### config.mk
export PLATFORM = sky130hd
export DESIGN_NAME = sync_fifo_buffer
export DESIGN_NICKNAME = d
export VERILOG_FILES = /design/src/rtl/sync_fifo_pkg.sv /design/src/rtl/sync_fifo_memory.sv /design/src/rtl/sync_fifo_buffer.sv
export SDC_FILE = /design/constraint.sdc
export NUM_CORES = 1
export LEC_CHECK = 0
export CAP_MARGIN = 0
export CORE_MARGIN = 1
export CORE_UTILIZATION = 60
export DETAILED_ROUTE_END_ITERATION = 10
export GPL_ROUTABILITY_DRIVEN = 0
export MAX_ROUTING_LAYER = met4
export PLACE_DENSITY = 0.77
export SYNTH_ARGS = -nofsm -noshare
export SYNTH_HDL_FRONTEND = slang
export SYNTH_SLANG_ARGS = --single-unit
export TNS_END_PERCENT = 5
### constraint.sdc
create_clock -name clk_i -period 8.5 [get_ports clk_i]
set_input_delay 0.85 -clock clk_i [delete_from_list [all_inputs] [get_ports clk_i]]
set_output_delay 0.85 -clock clk_i [all_outputs]
set_load 0.005 [all_outputs]
### src/rtl/sync_fifo_pkg.sv
// Shared constants and types for the single-clock FIFO buffer.
// Defaults here set the top-level parameter defaults and the canonical word/pointer types.
package sync_fifo_pkg;

  localparam int DEFAULT_DATA_WIDTH = 32;
  localparam int DEFAULT_FIFO_DEPTH = 32;
  localparam int PTR_W              = $clog2(DEFAULT_FIFO_DEPTH);

  typedef logic [DEFAULT_DATA_WIDTH-1:0] word_t;
  // Address bits plus one wrap bit, so full and empty can be told apart.
  typedef logic [PTR_W:0]                ptr_t;

  function automatic bit depth_is_valid(input int depth);
    return (depth >= 2) && ((depth & (depth - 1)) == 0);
  endfunction

endpackage : sync_fifo_pkg

### src/rtl/sync_fifo_memory.sv
// Simple dual-port RAM for the FIFO: synchronous write port, asynchronous read port.
module fifo_memory #(
  parameter int DATA_WIDTH = 32,
  parameter int DEPTH      = 32,
  parameter int AW         = $clog2(DEPTH)
) (
  input  logic                  clk,
  input  logic                  wr_en,
  input  logic [AW-1:0]         wr_addr,
  input  logic [DATA_WIDTH-1:0] wr_data,
  input  logic [AW-1:0]         rd_addr,
  output logic [DATA_WIDTH-1:0] rd_data
);

  logic [DATA_WIDTH-1:0] mem [DEPTH];

  // NOTE: the array has no reset; stale words are never visible because the pointers are.
  always_ff @(posedge clk) begin
    if (wr_en) begin
      mem[wr_addr] <= wr_data;
    end
  end

  assign rd_data = mem[rd_addr];

endmodule : fifo_memory

### src/rtl/sync_fifo_buffer.sv
// Single-clock FIFO with elaboration-time choice of standard (registered) or FWFT read.
// Status flags come only from the pointer registers.
module sync_fifo_buffer
  import sync_fifo_pkg::*;
#(
  parameter int DATA_WIDTH = DEFAULT_DATA_WIDTH,
  parameter int FIFO_DEPTH = DEFAULT_FIFO_DEPTH,
  parameter int FWFT       = 1
) (
  input  logic                  clk_i,
  input  logic                  rst_i,
  input  logic                  write_i,
  input  logic [DATA_WIDTH-1:0] wr_data_i,
  input  logic                  read_i,
  output logic [DATA_WIDTH-1:0] rd_data_o,
  output logic                  full_o,
  output logic                  empty_o
);

  localparam int AW = $clog2(FIFO_DEPTH);

  logic [AW:0]           wr_ptr;
  logic [AW:0]           rd_ptr;
  logic                  wr_en;
  logic                  rd_en;
  logic [DATA_WIDTH-1:0] head_word;
  logic [DATA_WIDTH-1:0] held_word;

  assign empty_o = (wr_ptr == rd_ptr);
  assign full_o  = (wr_ptr[AW-1:0] == rd_ptr[AW-1:0]) && (wr_ptr[AW] != rd_ptr[AW]);

  // A pop while full frees its slot on the same edge, so the write may go ahead.
  assign rd_en = read_i && !empty_o;
  assign wr_en = write_i && (!full_o || read_i);

  // NOTE: sequential state uses non-blocking assignments so every flop samples pre-edge values.
  always_ff @(posedge clk_i or posedge rst_i) begin
    if (rst_i) begin
      wr_ptr <= '0;
      rd_ptr <= '0;
    end else begin
      if (wr_en) wr_ptr <= wr_ptr + 1'b1;
      if (rd_en) rd_ptr <= rd_ptr + 1'b1;
    end
  end

  fifo_memory #(
    .DATA_WIDTH (DATA_WIDTH),
    .DEPTH      (FIFO_DEPTH),
    .AW         (AW)
  ) u_memory (
    .clk     (clk_i),
    .wr_en   (wr_en),
    .wr_addr (wr_ptr[AW-1:0]),
    .wr_data (wr_data_i),
    .rd_addr (rd_ptr[AW-1:0]),
    .rd_data (head_word)
  );

  // Word captured by the most recent accepted read.
  always_ff @(posedge clk_i or posedge rst_i) begin
    if (rst_i) begin
      held_word <= '0;
    end else if (rd_en) begin
      held_word <= head_word;
    end
  end

  if (FWFT != 0) begin : g_fwft
    // While empty the last popped word is shown rather than uninitialised memory.
    assign rd_data_o = empty_o ? held_word : head_word;
  end else begin : g_standard
    assign rd_data_o = held_word;
  end

endmodule : sync_fifo_buffer

==> results.toml, run 1 <==
[synthesis]
yosysMostFrequentCell = "edfxtp_1"
synth_top_area_cell = "edfxtp_1"
ys.flop_type = "edfxtp_1"
syn_avg_cell_area_um2 = 20.5
syn_nets = 2058
synth.distinct_cells = 45
synth_top_area_frac = 0.745
ys_warn_count = 0
synth_edf_count = 1024
synthArstFlopShare = 0.0412
synth-seq-area-share = 0.772
syn_inst = 2017
synth.area.top_cells = "edfxtp_1 74%, mux4_2 10%, dfrtp_1 2.7%, mux2i_1 2.5%, mux2_2 1.3%"
synth_common_cells = "1024 x edfxtp_1, 185 x mux4_2, 103 x mux2i_1, 98 x nor2_1, 94 x nand2_1"
synth_area_um2 = 41300
synth-seq-cells = 1068

[placement]
io_buffers = 69
placed_cells = 2895
dp_hpwl_mm = 53.5

[route]
drc = 0
ant_nets = 0
drt_iter0_markers = 3205
avgViaCountPerCell = 6.93
dr.pass1.iters = 6
wire_per_inst_um = 33.3
vias = 21300
wl_mm = 103

[worst_setup_path]
timing.critical_path.from_type = "flip-flop"
reg2reg_slack_ns = 4.15
crit_type = "flip-flop to output pin"
path_max_fanout = 50
worstPathCellList = "buf_4, buf_4, mux4_2, a22o_1, a211oi_1, a41o_1, o21ai_0, clkdlybuf4s50_1"
cp.required_ns = 7.65
crit_arrival_ns = 5.27
cp_slowest_stage_delay_ns = 0.81
worst_r2r_endpoint = "u_memory.mem[5][30]$_DFFE_PP_"
critPathSlowestCell = "buf_4"
critPathCaptureType = "output pin"
cp_common_cell = "buf_4"
reg2reg_depth = 7
cp-startpoint = "rd_ptr[0]$_DFFE_PP0P_"
r2r_start = "rd_ptr[1]$_DFFE_PP0P_"

[flow_run]
max_cap_violations = 0

[floorplanning]
start_util = 0.610
num_rows = 95
core_area_um2 = 67600
die_area_um2 = 69800
ioPinCount = 70
die_height_um = 264
fp.dieW_um = 264

[layout]
drive_gt1_frac = 0.221
ff_latch_area_um2 = 31900
n_fill_cell = 3957
nets = 2165
area_growth_pct = 12.9
final_core_util = 0.689
multi_input_area_um2 = 9040
instances_no_fill = 3080

[hold_path]
hold_path.class = "flip-flop to flip-flop"
min_to = "held_word[10]$_DFFE_PP0P_"
whs_path_depth = 2
min_from = "held_word[10]$_DFFE_PP0P_"

[cts]
cts_hold_buf = 0
clkTransAtPathRegs_ns = 0.06
cts_buffer_depth = 3
insertion_delay_ns = 0.64
cts_resized = 0
clock-sinks = 1068
h-tree-depth = 3
clockRootBuffer = "clkbuf_16"
cts-buffers-inserted = 100
postCtsSetupBuffers = 0
cts_tree = "built"

[sta]
final.setup_skew_ns = 0.0205
finalSetupViolCount = 0
relSlewSlack = 0.160
fmax_mhz = 163
worst_pin_slew_ns = 1.26
drv_slew = 0
finalHoldViolCount = 0
post-route-period-util = 0.721
holdWs_ns = 0.486
final.setup.tns_ns = 0
rsz0062_at_grt = "false"
fin_crit_ns = 6.12

[global_route]
grt_pass1_wl_mm = 148
grt_max_degree = 100
overflow = 0
grt_usage = 0.309
antenna_found_initial = 1
grt_pass1_vias = 21800

[pwr]
irDropWorstVdd_uv = 277
p_leak_nw = 15.0
pwr_density_cell_nw_per_um2 = 341

[run_status]
status = "completed"
## worst max path at each step
stage                               endpoint  depth (start not counted)
4_1_cts                        rd_data_o[24]                          8
3_3_place_gp                   rd_data_o[25]                          8
3_5_place_dp                   rd_data_o[24]                          8
6_report                       rd_data_o[25]                          8
5_1_grt                        rd_data_o[24]                          8
2_1_floorplan  u_memory.mem[30][0]$_DFFE_PP_                          5
## sequential cells by signal, indices dropped and copies added (netlist names)
register	count
rd_ptr	6
wr_ptr	6
held_word	32
u_memory.mem	1024
## final cells by class
type,instances,share of cell area
timing repair buffer,128,0.0246
antenna,3,0.000161
clock buffer,130,0.0581
inverter,7,0.000564
multi-input combinational,819,0.194
clock inverter,52,0.0155
sequential,1068,0.684
tap,873,0.0234
## power breakdown
group	switching [mW]	total [mW]	internal, mW
registers	0.242	6.43	6.19
logic	2.76	4.80	2.04
clock network	1.88	4.67	2.79
total	4.88	15.9	11.0
## placed cells by master (no fill, tap or decap), types with 18 or more instances in the layout
cell,synthesis,routed
a211oi_1,31,31
a22o_1,32,32
a22oi_1,32,32
a41o_1,22,22
buf_4,18,58
bufinv_16,0,18
clkbuf_1,73,24
clkbuf_16,0,103
clkdlybuf4s50_1,0,69
dfrtp_1,44,40
edfxtp_1,1024,1024
mux2_2,49,49
mux2i_1,103,103
mux4_2,185,185
nand2_1,94,94
nand4_1,24,24
nor2_1,98,65
nor2_4,0,33
o21ai_0,47,47
o221ai_1,31,31
## kinds of logic after synthesis
| family | synth area share |
|---|---|
| buffers and inverters | 0.0163 |
| flip-flops | 0.772 |
| AND/OR/NAND/NOR | 0.0251 |
| AO/OA/AOI/OAI | 0.0395 |
| adder cells (fa/ha/maj) | 0.00152 |
| multiplexers | 0.143 |
| XOR/XNOR | 0.00318 |
## through the flow
stage | cell area [um2] | setup slack, ns | power [mW]
after floorplan | 41300 | 5.18 | 9.48
after global placement | 43200 | 3.01 | 11.1
after detailed placement | 43200 | 2.97 | 11.2
after CTS | 46600 | 2.26 | 15.9
after global routing | 46600 | 1.97 | 16.4
final | 46600 | 2.38 | 15.9
## metal layers
layer  GRT usage  vias to the layer above  part of all wire
li1            -                     8551                 -
met1       0.404                    11000              0.36
met2       0.481                     1513              0.49
met3      0.0735                      244              0.12
met4       0.107                        0             0.035
met5           -                        -                 0
## worst max-delay path: cells and delay by family, from the launching register on
kind / cells / cell delay (ns)
AO/OA/AOI/OAI: 4 / 1.06
buffers and inverters: 3 / 2.10
flip-flops: 1 / 0.76
multiplexers: 1 / 0.59
(Power assumes the default switching activity.)
==> run 2: changes to the inputs <==
CORE_UTILIZATION = 56   (was 60)
PLACE_DENSITY = 0.75   (was 0.77)
clock period = 4.92 ns   (was 8.5 ns; I/O delays follow)
==> results.toml, run 2 (synthesis gave the netlist of run 1 again) <==
[run_status]
status = "completed"

[layout]
instances_no_fill = 3192
largestRegisters = "u_memory.mem: 1024 flops, held_word: 32 flops"
top_register = "u_memory.mem"
drive_gt1_frac = 0.228
area_growth_pct = 13.9
ff_latch_area_um2 = 31900
multi_input_area_um2 = 9040
final_common_cell = "edfxtp_1"
largest_reg_flops = 1024
nets = 2191
mostFrequentLayoutCells = "1024 x edfxtp_1, 185 x mux4_2, 103 x mux2i_1, 101 x clkbuf_16, 94 x nand2_1"
n_fill_cell = 4580

[pwr]
p_comb_frac = 0.309
pwr_density_cell_nw_per_um2 = 579
internal_power_mw = 18.8
p_leak_nw = 15.1
irDropWorstVdd_uv = 459
sw_frac_of_total = 0.308
power_frac_seq = 0.411
p_clk_frac = 0.279
power.net_switching_mw = 8.39

[route]
drt_iter0_markers = 2697
ant_nets = 0
dr.pass1.iters = 5
drc = 0
wire_per_inst_um = 31.6
vias = 21200
wl_mm = 101
avgViaCountPerCell = 6.65

[sta]
final.setup_skew_ns = 0.0194
worst_pin_slew_ns = 1.22
final.setup.tns_ns = 0
finalHoldViolCount = 0
fin_crit_ns = 4.52
finalSetupViolCount = 0
rsz0062_at_grt = "false"
post-route-period-util = 0.918
relSlewSlack = 0.182
fmax_mhz = 221
drv_slew = 0

[floorplanning]
die_area_um2 = 74800
ioPinCount = 70
die_height_um = 274
core_area_um2 = 73000
num_rows = 99
start_util = 0.566
fp.dieW_um = 274

[global_route]
grt_max_degree = 64
grt_pass1_wl_mm = 145
grt_usage = 0.282
antenna_found_initial = 2
grt_pass1_vias = 21300
overflow = 0

[cts]
cts_tree = "built"
clkTransAtPathRegs_ns = 0.06
cts_buffer_depth = 3
clockRootBuffer = "clkbuf_16"
h-tree-depth = 3
cts-buffers-inserted = 99
cts_hold_buf = 0
insertion_delay_ns = 0.65
cts_resized = 0
clock-sinks = 1068
postCtsSetupBuffers = 0

[worst_setup_path]
crit_type = "flip-flop to output pin"
cp.required_ns = 4.43
timing.critical_path.from_type = "flip-flop"
crit_arrival_ns = 4.02
path_max_fanout = 27
critPathCaptureType = "output pin"
reg2reg_slack_ns = 1.11

[hold_path]
hold_path.class = "input pin to asynchronous set/reset pin"

[placement]
dp_hpwl_mm = 55.6
placed_cells = 3008
io_buffers = 69

[flow_run]
max_cap_violations = 0
[run 2: cell types whose count changed in the layout (fill, tap and decap cells not counted)]
cell | previous run | this run
buf_12 | 1 | 27
buf_4 | 58 | 59
bufinv_16 | 18 | 9
clkbuf_16 | 103 | 101
clkbuf_8 | 3 | 11
clkinv_1 | 11 | 17
clkinv_4 | 3 | 1
clkinvlp_4 | 4 | 1
diode_2 | 3 | 1
inv_6 | 1 | 4
[run 2: cell type report]
| class | instances | share of cell area |
|---|---|---|
| sequential | 1068 | 0.677 |
| multi-input combinational | 819 | 0.192 |
| clock buffer | 136 | 0.0589 |
| timing repair buffer | 155 | 0.0356 |
| tap | 959 | 0.0255 |
| clock inverter | 47 | 0.00979 |
| inverter | 7 | 0.000559 |
| antenna | 1 | 0.0000532 |
[run 2: worst paths after layout]
check	from	to	cells past startpoint
setup / recovery	rd_ptr[3]$_DFFE_PP0P_	rd_data_o[30]	6
hold / removal	rst_i	held_word[6]$_DFFE_PP0P_	2
setup reg to reg	rd_ptr[1]$_DFFE_PP0P_	u_memory.mem[12][14]$_DFFE_PP_	6
hold reg to reg	held_word[9]$_DFFE_PP0P_	held_word[9]$_DFFE_PP0P_	2
max in group asynchronous	rst_i	rd_ptr[0]$_DFFE_PP0P_	3
min in group clk_i	held_word[9]$_DFFE_PP0P_	held_word[9]$_DFFE_PP0P_	2
[run 2: metrics by stage]
| stage | worst slack (ns) | total power, mW | util | cell area (um2) | hold slack (ns) |
|---|---|---|---|---|---|
| 3_3_place_gp | 1.20 | 19.5 | 0.600 | 43800 | 0.461 |
| 5_1_grt | 0.313 | 28.1 | 0.645 | 47000 | 0.410 |
| 6_report | 0.405 | 27.2 | 0.645 | 47000 | 0.357 |
| 3_5_place_dp | 1.14 | 19.7 | 0.600 | 43800 | 0.470 |
| 4_1_cts | 0.429 | 27.2 | 0.645 | 47000 | 0.353 |
| 2_1_floorplan | 1.60 | 16.4 | - | 41300 | 0.449 |
[run 2: power by group through the flow]
stage          clock network (mW)  registers [mW]  logic, mW
3_5_place_dp                    0            11.4       8.31
2_1_floorplan                   0            11.0       5.36
3_3_place_gp                    0            11.3       8.18
6_report                     7.60            11.2       8.42
4_1_cts                      7.66            11.2       8.40
5_1_grt                      7.99            11.2       8.85
[run 2: routing by layer]
layer / GRT usage / part of all wire / vias to the layer above
met3: 0.0468 / 0.10 / 178
met4: 0.0916 / 0.027 / 0
li1: - / - / 8618
met5: - / 0 / -
met1: 0.373 / 0.38 / 11100
met2: 0.450 / 0.50 / 1353
[run 2: critical path, stage by stage (launching register included)]
cell	delay (ns)
dfrtp_1	0.86
nor2b_4	0.76
buf_12	0.31
a211oi_1	0.13
a41oi_1	0.50
mux2_2	0.27
clkdlybuf4s50_1	0.51
==> run 3: changes to the inputs <==
PLACE_DENSITY = 0.76   (was 0.75)
==> results.toml, run 3 (synthesis gave the netlist of run 1 again) <==
[run_status]
status = "completed"

[route]
wl_mm = 102
avgViaCountPerCell = 6.71
dr.pass1.iters = 5
ant_nets = 0
drt_iter0_markers = 2750
wire_per_inst_um = 32.0
drc = 0
vias = 21300

[worst_setup_path]
timing.critical_path.from_type = "flip-flop"
critPathCaptureType = "output pin"
cp.required_ns = 4.43
crit_type = "flip-flop to output pin"
crit_arrival_ns = 4.06
path_max_fanout = 32

[floorplanning]
ioPinCount = 70
num_rows = 99
core_area_um2 = 73000
fp.dieW_um = 274
start_util = 0.566
die_area_um2 = 74800
die_height_um = 274

[cts]
postCtsSetupBuffers = 0
clock-sinks = 1068
cts_hold_buf = 0
insertion_delay_ns = 0.68
cts_resized = 0
clkTransAtPathRegs_ns = 0.06
cts_tree = "built"
cts_buffer_depth = 3
clockRootBuffer = "clkbuf_16"
cts-buffers-inserted = 96
h-tree-depth = 3

[pwr]
pwr_density_cell_nw_per_um2 = 576
p_comb_frac = 0.315
power_frac_seq = 0.412
p_leak_nw = 15.0
irDropWorstVdd_uv = 422
power.net_switching_mw = 8.45
sw_frac_of_total = 0.313
internal_power_mw = 18.5
p_clk_frac = 0.273
p_total_mw = 27.0

[placement]
dp_hpwl_mm = 55.0
io_buffers = 69

[sta]
drv_slew = 0
post-route-period-util = 0.924
final.setup.tns_ns = 0
finalHoldViolCount = 0
fmax_mhz = 220
final.setup_skew_ns = 0.0279
finalSetupViolCount = 0
relSlewSlack = 0.130
rsz0062_at_grt = "false"
fin_crit_ns = 4.55
worst_pin_slew_ns = 1.30

[global_route]
groute.layer.met2.usage = 0.445
grt_usage = 0.284
overflow = 0
grt_pass1_vias = 21400
top_usage_layer = "met2"
grt_max_degree = 83
use_met1 = 0.375
grt_pass1_wl_mm = 146
use_met3 = 0.0574
antenna_found_initial = 1

[layout]
area_growth_pct = 13.5
n_fill_cell = 4560
final_common_cell = "edfxtp_1"
top_register = "u_memory.mem"
nets = 2181
antennaDiodeCount = 0
largestRegisters = "u_memory.mem: 1024 flops, held_word: 32 flops"
drive_gt1_frac = 0.226
largest_reg_flops = 1024
mostFrequentLayoutCells = "1024 x edfxtp_1, 185 x mux4_2, 103 x mux2i_1, 97 x clkbuf_16, 94 x nand2_1"

[hold_path]
hold_path.class = "input pin to asynchronous set/reset pin"

[flow_run]
max_cap_violations = 0
## run 3: worst max-delay path: stages, from the launching register on
cell	delay, ns
dfrtp_4	0.59
buf_4	0.58
mux4_2	0.59
a22o_1	0.27
a211oi_1	0.59
a41o_1	0.20
o21ai_0	0.12
clkdlybuf4s50_1	0.46
## run 3: worst paths after layout
kind                       slack (ns)  cells past startpoint                            end                       from
setup reg to reg                 1.30                      6  u_memory.mem[8][30]$_DFFE_PP_      rd_ptr[3]$_DFFE_PP0P_
hold / removal                   0.37                      2      held_word[26]$_DFFE_PP0P_                      rst_i
setup / recovery                 0.37                      7                   rd_data_o[9]      rd_ptr[0]$_DFFE_PP0P_
min in group clk_i               0.49                      2      held_word[10]$_DFFE_PP0P_  held_word[10]$_DFFE_PP0P_
max in group asynchronous        3.73                      3          rd_ptr[0]$_DFFE_PP0P_                      rst_i
hold reg to reg                  0.49                      2      held_word[10]$_DFFE_PP0P_  held_word[10]$_DFFE_PP0P_
## run 3: layout make-up
class | instances | area [um2] | area share
clock buffers | 125 | 2570 | 0.0549
clock inverters | 53 | 517 | 0.0110
inverters | 7 | 26.3 | 0.000561
multi-input cells | 819 | 9040 | 0.193
flip-flops and latches | 1068 | 31900 | 0.680
well taps | 959 | 1200 | 0.0256
repair buffers | 148 | 1630 | 0.0349
## run 3: through the flow
stage / utilization / std cells / hold slack [ns] / setup slack, ns / area [um2]
3_5_place_dp: 0.600 / 3001 / 0.470 / 1.10 / 43800
6_report: 0.642 / 3179 / 0.375 / 0.372 / 46800
4_1_cts: 0.642 / 3179 / 0.380 / 0.375 / 46800
3_3_place_gp: 0.600 / 3001 / 0.461 / 1.26 / 43800
2_1_floorplan: - / 2017 / 0.449 / 1.60 / 41300
5_1_grt: 0.642 / 3179 / 0.435 / 0.236 / 46800
## run 3: power groups by stage
stage | sequential (mW) | clock (mW) | combinational, mW
after floorplan | 11.0 | 0 | 5.36
after global placement | 11.2 | 0 | 8.21
after detailed placement | 11.3 | 0 | 8.36
after CTS | 11.1 | 7.42 | 8.48
after global routing | 11.2 | 7.75 | 8.94
final | 11.1 | 7.37 | 8.51
## run 3: metal layers
layer | wire, um | up-vias
li1 | - | 8597
met1 | 38100 | 11100
met2 | 49600 | 1390
met3 | 10800 | 222
met4 | 3150 | 0
met5 | 0 | -
